$ cat config.mk
export PLATFORM = sky130hd
export DESIGN_NAME = ddr4_refresh_sequencer
export DESIGN_NICKNAME = d
export VERILOG_FILES = /design/src/rtl/ddr4_refresh_sequencer.sv
export SDC_FILE = /design/constraint.sdc
export NUM_CORES = 1
export LEC_CHECK = 0
export CELL_PAD_IN_SITES_DETAIL_PLACEMENT = 0
export CELL_PAD_IN_SITES_GLOBAL_PLACEMENT = 1
export CORE_MARGIN = 4
export CORE_UTILIZATION = 36
export DETAILED_ROUTE_END_ITERATION = 6
export HOLD_SLACK_MARGIN = 0.15
export PLACE_DENSITY_LB_ADDON = 0.1
export SYNTH_ARGS = -nofsm -noshare
export SYNTH_HDL_FRONTEND = slang
export SYNTH_SLANG_ARGS = --single-unit
$ cat constraint.sdc
create_clock -name ck_t -period 4.6 [get_ports ck_t]
set_input_delay 0.69 -clock ck_t [delete_from_list [all_inputs] [get_ports ck_t]]
set_output_delay 0.69 -clock ck_t [all_outputs]
set_load 0.05 [all_outputs]
$ cat src/rtl/ddr4_refresh_sequencer.sv
// DDR4 refresh sequencer: tracks tREFI, counts owed refreshes and sweeps one REF per
// bank (ba fastest, bg outer) once granted the command bus, then waits tRFC and retires.
module ddr4_refresh_sequencer #(
    parameter int unsigned RANKS        = 1,
    parameter int unsigned BGWIDTH      = 2,
    parameter int unsigned BAWIDTH      = 2,
    parameter int unsigned ADDRWIDTH    = 17,
    parameter int unsigned TREFI        = 7800,
    parameter int unsigned REF_GAP      = 1,
    parameter int unsigned TRFC         = 36,
    parameter int unsigned MAX_POSTPONE = 8
) (
    input  logic                 ck_t,
    input  logic                 reset_n,
    input  logic                 en,
    input  logic                 bus_gnt,
    output logic                 ref_req,
    output logic                 ref_busy,
    output logic [RANKS-1:0]     cs_n,
    output logic                 act_n,
    output logic [ADDRWIDTH-1:0] A,
    output logic [BGWIDTH-1:0]   bg,
    output logic [BAWIDTH-1:0]   ba,
    output logic [3:0]           pending,
    output logic                 overflow,
    output logic                 ref_done
);

    localparam int unsigned BANKW  = BGWIDTH + BAWIDTH;
    localparam int unsigned BCW    = BANKW + 1;
    localparam int unsigned NBANKS = 1 << BANKW;
    localparam int unsigned ICW    = $clog2(TREFI);
    localparam int unsigned GCW    = $clog2(REF_GAP + 1);
    localparam int unsigned RCW    = $clog2(TRFC + 1);

    localparam logic [ICW-1:0]       ILAST = ICW'(TREFI - 1);
    localparam logic [GCW-1:0]       GLAST = GCW'((REF_GAP > 1) ? (REF_GAP - 2) : 0);
    localparam logic [RCW-1:0]       RLAST = RCW'(TRFC - 1);
    localparam logic [BCW-1:0]       BLAST = BCW'(NBANKS - 1);
    localparam logic [BCW-1:0]       BEND  = BCW'(NBANKS);
    localparam logic [3:0]           PMAX  = 4'(MAX_POSTPONE);
    localparam logic [ADDRWIDTH-1:0] A_REF = ADDRWIDTH'(17'h04001);

    typedef enum logic [2:0] {
        S_IDLE,
        S_REQ,
        S_ISSUE,
        S_GAP,
        S_RECOVER
    } state_e;

    state_e               state_q, state_d;
    logic [ICW-1:0]       icnt_q, icnt_d;
    logic [BCW-1:0]       bank_q, bank_d;
    logic [GCW-1:0]       gcnt_q, gcnt_d;
    logic [RCW-1:0]       rcnt_q, rcnt_d;
    logic [3:0]           pend_q, pend_d;
    logic                 ovf_q, ovf_d;
    logic                 req_q, req_d;
    logic                 busy_q, busy_d;
    logic                 done_q, done_d;
    logic [RANKS-1:0]     cs_n_q, cs_n_d;
    logic [ADDRWIDTH-1:0] a_q, a_d;
    logic [BGWIDTH-1:0]   bg_q, bg_d;
    logic [BAWIDTH-1:0]   ba_q, ba_d;
    logic                 tick, retire, issue_d;

    always_comb begin
        state_d = state_q;
        bank_d  = bank_q;
        gcnt_d  = gcnt_q;
        rcnt_d  = rcnt_q;
        pend_d  = pend_q;
        ovf_d   = ovf_q;
        retire  = 1'b0;
        tick    = (icnt_q == ILAST);
        icnt_d  = tick ? '0 : icnt_q + ICW'(1);

        case (state_q)
            S_IDLE: begin
                if (en && (pend_q != 4'd0)) state_d = S_REQ;
            end
            S_REQ: begin
                if (bus_gnt) state_d = S_ISSUE;
            end
            S_ISSUE: begin
                // bank counter runs one past the last bank so GAP knows the sweep is over
                bank_d = bank_q + BCW'(1);
                gcnt_d = '0;
                rcnt_d = '0;
                if (REF_GAP > 1)          state_d = S_GAP;
                else if (bank_q == BLAST) state_d = S_RECOVER;
                else                      state_d = S_ISSUE;
            end
            S_GAP: begin
                rcnt_d = '0;
                if (gcnt_q == GLAST) state_d = (bank_q == BEND) ? S_RECOVER : S_ISSUE;
                else                 gcnt_d = gcnt_q + GCW'(1);
            end
            S_RECOVER: begin
                if (rcnt_q == RLAST) begin
                    retire  = 1'b1;
                    bank_d  = '0;
                    state_d = S_IDLE;
                end else begin
                    rcnt_d = rcnt_q + RCW'(1);
                end
            end
            default: state_d = S_IDLE;
        endcase

        // a tick and a retire in the same cycle cancel out
        if (tick && !retire) begin
            if (pend_q == PMAX) ovf_d  = 1'b1;
            else                pend_d = pend_q + 4'd1;
        end else if (retire && !tick && (pend_q != 4'd0)) begin
            pend_d = pend_q - 4'd1;
        end

        issue_d = (state_d == S_ISSUE);
        req_d   = (state_d == S_REQ);
        busy_d  = (state_d == S_ISSUE) || (state_d == S_GAP) || (state_d == S_RECOVER);
        done_d  = (state_d == S_RECOVER) && (rcnt_d == RLAST);
        cs_n_d  = issue_d ? '0 : '1;
        a_d     = issue_d ? A_REF : '0;
        bg_d    = issue_d ? bank_d[BANKW-1:BAWIDTH] : '0;
        ba_d    = issue_d ? bank_d[BAWIDTH-1:0] : '0;
    end

    always_ff @(posedge ck_t or negedge reset_n) begin
        if (!reset_n) begin
            state_q <= S_IDLE;
            icnt_q  <= '0;
            bank_q  <= '0;
            gcnt_q  <= '0;
            rcnt_q  <= '0;
            pend_q  <= '0;
            ovf_q   <= 1'b0;
            req_q   <= 1'b0;
            busy_q  <= 1'b0;
            done_q  <= 1'b0;
            cs_n_q  <= '1;
            a_q     <= '0;
            bg_q    <= '0;
            ba_q    <= '0;
        end else begin
            state_q <= state_d;
            icnt_q  <= icnt_d;
            bank_q  <= bank_d;
            gcnt_q  <= gcnt_d;
            rcnt_q  <= rcnt_d;
            pend_q  <= pend_d;
            ovf_q   <= ovf_d;
            req_q   <= req_d;
            busy_q  <= busy_d;
            done_q  <= done_d;
            cs_n_q  <= cs_n_d;
            a_q     <= a_d;
            bg_q    <= bg_d;
            ba_q    <= ba_d;
        end
    end

    assign ref_req  = req_q;
    assign ref_busy = busy_q;
    assign ref_done = done_q;
    assign cs_n     = cs_n_q;
    assign act_n    = 1'b1;
    assign A        = a_q;
    assign bg       = bg_q;
    assign ba       = ba_q;
    assign pending  = pend_q;
    assign overflow = ovf_q;

endmodule

# Word level (Yosys, flattened, before mapping)
# Cells that the tools add are included.
# W data, S select, Z words.
[word_totals] inputBits=4 wordCells=78 register_bits=56 out_inout_bits=31
[op_classes] n_mux=23 n_reduce_logical=18 n_eq_ne=16 add_sub_neg=6
[ops] cell="$mux W3" count=6
[ops] cell="$mux W15" count=1
[ops] cell="$pmux W3 S5" count=1
[ops] cell="$add A13 B1 Y13 const B" count=1
[ops] cell="$eq A13 B13 Y1 const B" count=1
[ops] cell="$mux W13" count=1
[ops] cell="$eq A3 B2 Y1 const B" count=4
[ops] cell="$eq A6 B6 Y1 const B" count=2
[ops] cell="$mux W4" count=3
[ops] cell="$pmux W6 S2" count=1
[ops] cell="$pmux W5 S2" count=1
[ops] cell="$add A6 B1 Y6 const B" count=1
[ops] cell="$eq A3 B1 Y1 const B" count=2
[ops] cell="$eq A3 B3 Y1 const B" count=2
[ops] cell="$mux W6" count=1
[ops] cell="$reduce_and A2 Y1" count=3
[ops] cell="$reduce_bool A2 Y1" count=3
[ops] cell="$add A5 B1 Y5 const B" count=1
[ops] cell="$eq A5 B4 Y1 const B" count=1
[ops] cell="$eq A5 B5 Y1 const B" count=1
[ops] cell="$logic_and A1 B1 Y1" count=5
[ops] cell="$mux W5" count=1
[ops] cell="$add A4 B1 Y4 const B" count=1
[ops] cell="$eq A4 B4 Y1 const B" count=1
[ops] cell="other kinds (11)" count=18

# Longest topological paths before layout
# Gate-level depths: netlist of run 1.
[logic_depth] depth_word=7 depth_mapped=11 ltp_nobuf=10

# Worst setup path after synthesis of run 1
# Ideal clock, no wire load.
[synth_timing] kind="reg2reg" from="register state_q[0]" to="register pend_q[3], in the netlist pending[3]" t_arrival_ns=2.558 t_required_ns=4.528 setup_time_ns=0.072 n_path_buf=2 path_slack_ns=1.970 path_stages_with_launch=12 period_less_slack_ns=2.630 cell_sequence="dfrtp_1 buf_6 or3b_4 or3_1 buf_6 nand2_1 ha_1 a21o_1 a21oi_1 nand3b_1 or3_1 nand3_1"
[synth_via] elab_chain_len=6 word_cells_on_any_way=10 cone_classes="eq/ne (2); mux (2); reduce/logical (6)"
[synth_lines] item="start, declared" line_no="52" text="state_e state_q, state_d;"
[synth_lines] item="start signal, assigned" line_no="147" text="state_q <= state_d;"
[synth_lines] item="$eq A3 B3 Y1 *" line_no="79" text="case (state_q)"
[synth_lines] item="$mux W1 *" line_no="79"
[synth_lines] item="$logic_not A1 Y1 / $logic_and A1 B1 Y1 (equally long branches)" line_no="113, 116"
[synth_lines] item="$logic_and A1 B1 Y1, on equally long branches" line_no="113, 116"
[synth_lines] item="$ne A2 B2 Y1 (no source line) / $reduce_bool A2 Y1 (equally long branches)"
[synth_lines] item="$reduce_and A2 Y1 (no source line)"
[synth_lines] item="end signal, assigned" line_no="152" text="pend_q <= pend_d;"
[synth_lines] item="end, declared" line_no="57" text="logic [3:0] pend_q, pend_d;"
# Mark *: on every way between the ends. The rest lies on a longest branch, timed or not.
# A chain may end at the register's enable or synchronous reset.

# Worst setup path after layout of run 1
[layout_timing] from="register state_q[1]" to="register pend_q[3], in the netlist pending[3]"
# Same word-level chain as after synthesis.

==> results.md, run 1 <==
* Status: completed
* DRT iter0 DRCs at 37
* CORE AREA at a little under 6000 um2
* First-pass GRT wire length at 6730 um
* Layout fillers at between 500 and 600
* Mapped Cells at between 200 and 250
* PwrDens at about 340 nW/um2
* Hold depth at 1
* Critical path peak fanout at 8
* Final antenna-violating net count at 0
* Maximum VDD drop at 186 uV
* Distinct cell type count after synthesis at 49
* Routed vias at ~1.5k
* CTS tree: built
* Die area at around 7400 um2
* RePlAce Congestion at roughly 0.76
* Crit path launch type: flip-flop
* Setup TNS Final at 0 ns
* IO Count at 35
* Crit path top cell by count: or3_1
* Syn-to-layout area delta at 12.9%
* Resized cells post-CTS at 0
* FF-to-FF Start: state_q[1]
* Final Critical Period at roughly 3.0 ns
* Worst-margin pin slew at a little over 0.9 ns
* # setup viols final at 0
* Syn. warnings at 0
* Avg Cell Area, Syn at 10.0 um2
* Starting Density at about 37%
* Final hold viol count at 0
* Critical path cell sequence: or3b_4, or3_1, nand2_1, ha_1, a21o_1, a21oi_1, nand3b_1, or3_1, nand3_1
* H-tree depth at 2
* RSZ-0062 raised after global routing: false
* Pre-antenna DRT Iters at 4
* Async set-reset flop share out of synthesis at 100%
* Gr ovfl total at 0
* Final Worst Setup Slack at around 1.6 ns
* Share of post-route cells with drive strength above 1 at 7.98%
* Skew final at approximately 0.0095 ns
* Total power at around 0.84 mW
* Critical path type: flip-flop to flip-flop
* Worst slew margin at approximately 38%
* Wire length per cell at 12.7 um
* Routed WL at 3980 um
* DP Cell Count at just over 300
* Max cap viols at 0
* GR Util All Layers at 11.4%
* Root Buffer: clkbuf_8
* Post-synth EDFFs at 0
* Ant. Diodes at 0
* Launch point of the worst path: state_q[1]
* Num CTS Buffers at 5
* DR vias/cell at 4.81
* Min-delay worst type: flip-flop to flip-flop
* Leading cell type in the layout, fill and taps excluded: dfrtp_1
* Reg2reg path depth at 9
* Synth Flop Type: dfrtp_1
* Leak pwr at approximately 1.1 nW
* Post-CTS Setup Bufs at 0
* Drc violations at 0
* Fmax at around 340 MHz
* Slowest stage cell on the critical path: or3_1
* CP peak stage delay at approximately 0.50 ns
* Sequential area share after synthesis at between 40% and 50%
* Post-Layout Cell Count at around 310
* Worst-path clk slew at approximately 0.09 ns
* Max-slew violations at 0
* Longest Clk Path Bufs at 2
* Port Buffer Count at 18
* Pre-CTS setup slack at around 1.6 ns
* Hold Buf Count CTS at 0
* Site Rows at 28
* #FFs+latches synth at between 40 and 50
* Largest net degree at the start of global routing at between 40 and 50
* Clk sink count at 41
* Post-route clock period utilization at between 60% and 70%
* WP data required at 4.83 ns
* Initial antenna violation count at 0
* Number of global-route vias before repair at between 1k and 1.5k
* Worst EP arrival at 3.21 ns
* Crit. End Element: flip-flop
* Mapped cell area at ~2200 um2
* Die height at ~86 um
* Skew-Pair Late Insertion Delay at approximately 0.30 ns
* Most frequent cells in the layout: 40 x dfrtp_1, 26 x nor2_1, 17 x clkdlybuf4s50_1, 16 x conb_1
* Die X-Extent at approximately 86 um
* DP HPWL at roughly 2800 um
* Nets at around 250
* Hold path start: icnt_q[0]
==> area by class of cell <==
| class | count | area, um2 | area share (%) |
|---|---|---|---|
| flip-flops and latches | 41 | 1030 | 41.4 |
| multi-input cells | 163 | 1030 | 41.7 |
| inverters | 8 | 30.0 | 1.21 |
| clock inverters | 2 | 37.5 | 1.51 |
| repair buffers | 18 | 175 | 7.06 |
| clock buffers | 6 | 82.6 | 3.33 |
| well taps | 75 | 93.8 | 3.78 |
==> metrics by stage <==
stage	util [%]	hold slack, ns	area [um2]
finish	41.9	0.450	2480
global route	41.9	0.486	2480
CTS	41.9	0.456	2480
detailed placement	39.9	0.444	2360
global placement	39.9	0.439	2360
floorplan	-	0.394	2250
==> final timing paths <==
path	endpoint	slack (ns)
min in group asynchronous	rcnt_q[5]	0.52
max in group asynchronous	icnt_q[2]	3.48
min	icnt_q[0]	0.45
min reg2reg	icnt_q[0]	0.45
max reg2reg	pending[3]	1.62
max	pending[3]	1.62
==> power by group <==
group	internal [mW]	switching [mW]
Clock	0.177	0.132
Sequential	0.382	0.0174
Combinational	0.0373	0.0978
==> critical path, delay by kind of cell (launching register included) <==
| family | cells | cell delay [ns] |
|---|---|---|
| adders and majority gates | 1 | 0.28 |
| AOI/OAI and AO/OA | 2 | 0.38 |
| and+or+nand+nor | 6 | 1.79 |
| DFF | 1 | 0.47 |
==> synthesized netlist by cell type (2+ instances only) <==
master      n  area [um2]
dfrtp_1    40        1000
nor2_1     26        97.6
buf_4      17         128
nand2_1    11        41.3
nand3_1    11        55.1
inv_1       8        30.0
o21ai_1     8        40.0
ha_1        7        87.6
o21ai_0     7        35.0
xnor2_1     7        61.3
xor2_1      7        61.3
a21oi_1     6        30.0
nand2b_1    5        31.3
nor2b_1     5        31.3
nor3_1      5        25.0
nand4_1     4        25.0
or3_1       4        25.0
and3_1      3        18.8
and2_1      2        12.5
buf_6       2        22.5
clkbuf_1    2        7.51
conb_1      2        7.51
nand3b_1    2        15.0
nand4bb_1   2        22.5
o31ai_1     2        15.0
==> flip-flops by register name, summed over array words and instances, names as in the netlist <==
register,flops
A,1
ba,2
bank_q,5
bg,2
cs_n,1
icnt_q,13
overflow,1
pending,4
rcnt_q,6
ref_busy,1
ref_done,1
ref_req,1
state_q,3
==> per-layer routing <==
| metal | vias up | routed length, um | track usage [%] |
|---|---|---|---|
| li1 | 758 | - | - |
| met1 | 718 | 1910 | 15.3 |
| met2 | 27 | 1850 | 17.9 |
| met3 | 4 | 175 | 2.88 |
| met4 | 0 | 41 | 3.88 |
| met5 | - | 0 | 0 |
==> cell families (layout without fill, tap and decap cells) <==
kind of cell | Yosys count | after routing | share of synthesized area [%]
buf+inv | 29 | 34 | 8.54
compound gates | 32 | 32 | 8.88
fa+ha+maj | 8 | 8 | 4.90
xor+xnor | 15 | 15 | 6.83
other cells | 2 | 16 | 0.342
simple gates | 91 | 91 | 23.3
mux | 1 | 1 | 0.456
flops | 41 | 41 | 46.8
Power figures use the tool's default switching activity.
==> inputs of run 2 (changes only) <==
==> constraint.sdc (replaced) <==
create_clock -name ck_t -period 2.6 [get_ports ck_t]
set_input_delay 0.39 -clock ck_t [delete_from_list [all_inputs] [get_ports ck_t]]
set_output_delay 0.39 -clock ck_t [all_outputs]
set_load 0.05 [all_outputs]
==> run 2 against run 1 <==
  * Register-to-register slack lost 1.4 ns
  * Global-route usage grew 1.2 points
  * Power grew 76%
  * Largest power group unchanged
==> results.md, run 2 (same netlist as run 1, synthesis figures left out) <==
* Top flop regs: icnt_q x13, rcnt_q x6, bank_q x5
* Resized cells post-CTS at 0
* Routed vias at between 1.5k and 2k
* Critical path cell sequence: ha_2, nand4bb_4, or3_4, nand2_2, ha_1, a21o_1, a21oi_2, nand3b_1, or3_1, nand3_1
* H-tree depth at 2
* Max reg flops at 13
* Max cap viols at 0
* Skew-Pair Late Insertion Delay at around 0.30 ns
* Crit. End Element: flip-flop
* Worst slew margin at between 40% and 50%
* DP HPWL at around 2900 um
* Hold Buf Count CTS at 0
* Leak pwr at approximately 1.2 nW
* Fmax at around 410 MHz
* Gr ovfl total at 0
* Post-route clock period utilization at between 90% and 100%
* Starting Density at a little under two fifths
* # setup viols final at 0
* Wire length per cell at about 13 um
* Pre-antenna DRT Iters at 4
* Num CTS Buffers at 5
* Min-delay worst type: input port to async pin
* Max-slew violations at 0
* PwrDens at between 500 and 600 nW/um2
* Site Rows at 28
* Most frequent cells in the layout: 39 x dfrtp_1, 26 x nor2_1, 17 x clkdlybuf4s50_1, 16 x conb_1, 11 x nand3_1
* Final antenna-violating net count at 0
* GR Util All Layers at between 10% and 20%
* WP data required at 2.84 ns
* CTS tree: built
* Syn-to-layout area delta at 17.3%
* CORE AREA at 5920 um2
* Setup TNS Final at 0 ns
* CP peak stage delay at between 0.4 and 0.5 ns
* Drc violations at 0
* Final Critical Period at ~2.4 ns
* Critical path type: flip-flop to flip-flop
* Post-CTS Setup Bufs at 0
* Longest Clk Path Bufs at 2
* Die X-Extent at 86.1 um
* Number of global-route vias before repair at ~1.6k
* CP Buf/Inv Count at 0
* Worst-margin pin slew at around 0.9 ns
* Root Buffer: clkbuf_8
* Nets at between 200 and 300
* RSZ-0062 raised after global routing: false
* Worst-path clk slew at approximately 0.080 ns
* Leading cell type in the layout, fill and taps excluded: dfrtp_1
* Critical path peak fanout at 5
* Share of post-route cells with drive strength above 1 at 13.4%
* Die height at ~86 um
* Delay-heaviest family, CP: simple AND/OR/NAND/NOR gates
* DRT iter0 DRCs at 31
* Worst EP arrival at about 2.7 ns
* Largest net degree at the start of global routing at 42
* IO Count at 35
* Maximum VDD drop at approximately 250 uV
* Initial antenna violation count at 0
* Reg with most FFs: icnt_q
* First-pass GRT wire length at 7400 um
* Crit path launch type: flip-flop
* Clk sink count at between 40 and 50
* Slowest stage cell on the critical path: dfrtp_2
* Skew final at ~0.013 ns
* Status: completed
* Post-layout util at between 40 and 50%
* Port Buffer Count at 18
* RePlAce Congestion at ~0.73
* Die area at between 7000 and 8000 um2
* DR vias/cell at 4.69
* Ant. Diodes at 0
* Final hold viol count at 0
* Routed WL at slightly above 4000 um
## run 2: changes by cell type in the layout (fill, tap and decap cells not counted), sizes merged
cell,delta
clkbuf,+1
buf,+9
clkinvlp,-1
## run 2: cell type report
type / count / area, um2
flip-flops and latches: 41 / 1030
well taps: 75 / 93.8
repair buffers: 27 / 243
inverters: 8 / 30.0
multi-input cells: 163 / 1060
clock inverters: 1 / 30.0
fillers: 555 / 3340
clock buffers: 7 / 86.3
## run 2: metrics by stage
stage               hold WS [ns]  total power, mW  std cells  setup WS, ns  instance area (um2)
finish                     0.211             1.48        322         0.169                 2580
detailed placement         0.454            0.964        314        0.0702                 2430
CTS                        0.259             1.51        322        0.0438                 2550
floorplan                 0.0944            0.912        233        0.0407                 2250
global route               0.307             1.57        322       0.00796                 2580
global placement           0.448            0.964        314         0.131                 2430
## run 2: worst paths after layout
path	to	slack, ns	cells after the start	startpoint
worst min register to register	icnt_q[0]	0.46	1	icnt_q[0]
min in group ck_t	icnt_q[0]	0.46	1	icnt_q[0]
worst max register to register	pending[3]	0.17	10	rcnt_q[1]
max in group asynchronous	rcnt_q[1]	1.78	1	reset_n
worst max-delay path	pending[3]	0.17	10	rcnt_q[1]
worst min-delay path	ref_done	0.21	1	reset_n
## run 2: layer usage
metal  share of wire, %  track usage [%]  routed length (um)  up-vias
met2                 47             19.7                1900       24
met5                  0                0                   0        -
met3                3.9             3.27                 160        5
li1                   -                -                   -      777
met1                 48             16.7                1950      704
met4                1.6             5.18                  64        0
## run 2: power by group
part	switching (mW)	internal [mW]
clock network	0.219	0.313
registers	0.0301	0.676
logic	0.174	0.0682
total	0.423	1.06
==> inputs of run 3 (changes only) <==
--- a/config.mk
+++ b/config.mk
@@ -7,6 +7,7 @@
 export LEC_CHECK = 0
 export CELL_PAD_IN_SITES_DETAIL_PLACEMENT = 0
 export CELL_PAD_IN_SITES_GLOBAL_PLACEMENT = 1
+export CORE_ASPECT_RATIO = 1.5
 export CORE_MARGIN = 4
 export CORE_UTILIZATION = 36
 export DETAILED_ROUTE_END_ITERATION = 6
==> run 3 against run 2 <==
  * Largest power group unchanged
  * Highest routed layer unchanged
  * Global-route usage increased by 0.20 points
  * Via count up 3.4%
  * Clock skew fell by 0.0071 ns
  * Clock power is essentially flat
  * Maximum frequency rose by 0.72%
  * Setup slack gained 0.017 ns
  * Worst hold slack improved by 0.25 ns
  * First-iteration DRC count rose to 2.6 times the previous value
  * Critical path type unchanged
==> results.md, run 3 (same netlist as run 1, synthesis figures left out) <==
* Status: completed
* Port Buffer Count at 18
* Die height at 104 um
* FF-to-FF Start: rcnt_q[1]
* Critical path type: flip-flop to flip-flop
* Worst-path clk slew at around 0.08 ns
* Layout fillers at 610
* Worst EP arrival at about 2.6 ns
* Wire length per cell at 13.8 um
* Fin Hold WS at 0.462 ns
* CTS tree: built
* Skew final at roughly 0.0057 ns
* Reg with most FFs: icnt_q
* IO Count at 35
* Ant. Diodes at 0
* Drc violations at 0
* Post-layout util at 43.7%
* Routed WL at around 4400 um
* Min-delay worst type: flip-flop to flip-flop
* Syn-to-layout area delta at 16.9%
* Largest net degree at the start of global routing at 25
* Final antenna-violating net count at 0
* Reg-to-Reg End: pending[3]
* Sw Share at around 29%
* Worst slew margin at approximately 48%
* Routed vias at ~1.6k
* Switching pwr at 0.425 mW
* Gr ovfl total at 0
* WHS Endpoint: icnt_q[0]
* DRT iter0 DRCs at approximately 80
* Top flop regs: icnt_q x13, rcnt_q x6, bank_q x5
* Starting Density at 37.4%
* Seq pwr share at a little under half
* Reg2reg path depth at 10
* Final Critical Period at roughly 2.4 ns
* Critical path peak fanout at 4
* Hold depth at 1
* Num CTS Buffers at 5
* Worst-margin pin slew at 0.768 ns
* Post-route clock period utilization at between 90% and 100%
* Final hold viol count at 0
* Nets at 260
* Longest Clk Path Bufs at 2
* Crit path launch type: flip-flop
* Maximum VDD drop at about 320 uV
* Share of post-route cells with drive strength above 1 at roughly an eighth
* Fmax at 414 MHz
* RePlAce Congestion at ~0.81
* H-tree depth at 2
* Site Rows at 34
* Die area at between 7000 and 8000 um2
* First-pass GRT wire length at around 7600 um
* Power share of the clock group at 35.9%
* Worst R2R Setup Slack at about 0.19 ns
* Skew-Pair Late Insertion Delay at ~0.29 ns
* Most frequent cells in the layout: 40 x dfrtp_1, 26 x nor2_1, 17 x clkdlybuf4s50_1, 16 x conb_1, 11 x nand3_1
* Max cap viols at 0
* Clk sink count at between 40 and 50
* DR vias/cell at just under 5
* PwrDens at approximately 580 nW/um2
* GR Util All Layers at about an eighth
* Pre-antenna DRT Iters at 4
* CORE AREA at 5870 um2
* Max reg flops at 13
* Pint at 1.06 mW
* Leading cell type in the layout, fill and taps excluded: dfrtp_1
* Root Buffer: clkbuf_8
* Crit. End Element: flip-flop
* DP HPWL at around 3300 um
* # setup viols final at 0
* Hold path start: icnt_q[0]
* Die X-Extent at between 70 and 80 um
* Comb pwr share at between 15 and 20%
* Max-slew violations at 0
* WP data required at 2.83 ns
* Initial antenna violation count at 0
* Leak pwr at roughly 1.2 nW
* Number of global-route vias before repair at 1650
run 3: metal layers:
metal / global-route usage (%) / vias up / part of all wire (%) / routed length [um]
met3: 2.52 / 10 / 3.2 / 141
met2: 22.7 / 26 / 55 / 2410
met1: 14.3 / 751 / 39 / 1730
met5: 0 / - / 0 / 0
met4: 6.18 / 0 / 2.8 / 124
li1: - / 774 / - / -
run 3: metrics by stage:
stage,total power [mW],TNS [ns],std cells,instance area (um2),worst slack [ns]
2_1_floorplan,0.912,0,233,2250,0.0407
3_3_place_gp,0.968,0,311,2430,0.203
3_5_place_dp,0.966,0,311,2430,0.135
4_1_cts,1.51,0,320,2550,0.110
5_1_grt,1.56,-0.00483,321,2570,-0.00483
6_report,1.48,0,321,2570,0.186
run 3: area by class of cell:
| class | count | area (um2) | area share, % |
|---|---|---|---|
| multi-input cells | 163 | 1040 | 40.6 |
| clock inverters | 1 | 30.0 | 1.17 |
| clock buffers | 7 | 86.3 | 3.36 |
| well taps | 72 | 90.1 | 3.51 |
| repair buffers | 29 | 260 | 10.1 |
| inverters | 8 | 30.0 | 1.17 |
| flip-flops and latches | 41 | 1030 | 40.0 |
run 3: worst max-delay path by stage:
| stage | startpoint | to | cells past startpoint |
|---|---|---|---|
| 2_1_floorplan | state_q[0] | pending[3] | 11 |
| 3_3_place_gp | rcnt_q[1] | pending[3] | 10 |
| 3_5_place_dp | rcnt_q[1] | pending[3] | 10 |
| 4_1_cts | rcnt_q[1] | pending[3] | 10 |
| 5_1_grt | rcnt_q[1] | pending[3] | 10 |
| 6_report | rcnt_q[1] | pending[3] | 10 |
run 3: repair_timing:
item                       4_1_cts  5_1_grt
hold endpoints to repair        17        0
setup endpoints to repair        0        1
gates resized for setup          0        2
setup buffers                    0        1
hold buffers                     1        0
run 3: power groups by stage:
| stage | clock (mW) | combinational [mW] | sequential (mW) |
|---|---|---|---|
| after global placement | 0 | 0.251 | 0.717 |
| after global routing | 0.576 | 0.271 | 0.712 |
| after CTS | 0.555 | 0.251 | 0.704 |
| after detailed placement | 0 | 0.250 | 0.716 |
| after floorplan | 0 | 0.151 | 0.761 |
| final | 0.533 | 0.247 | 0.703 |
run 3: critical path, stage by stage, from the launching register on:
cell and delay (ns):
dfrtp_1 0.40, ha_2 0.22, nand4bb_1 0.15, or3_1 0.40
nand2_2 0.10, ha_1 0.23, a21o_1 0.17, a21oi_2 0.17
nand3b_1 0.10, or3_1 0.33, nand3_1 0.09
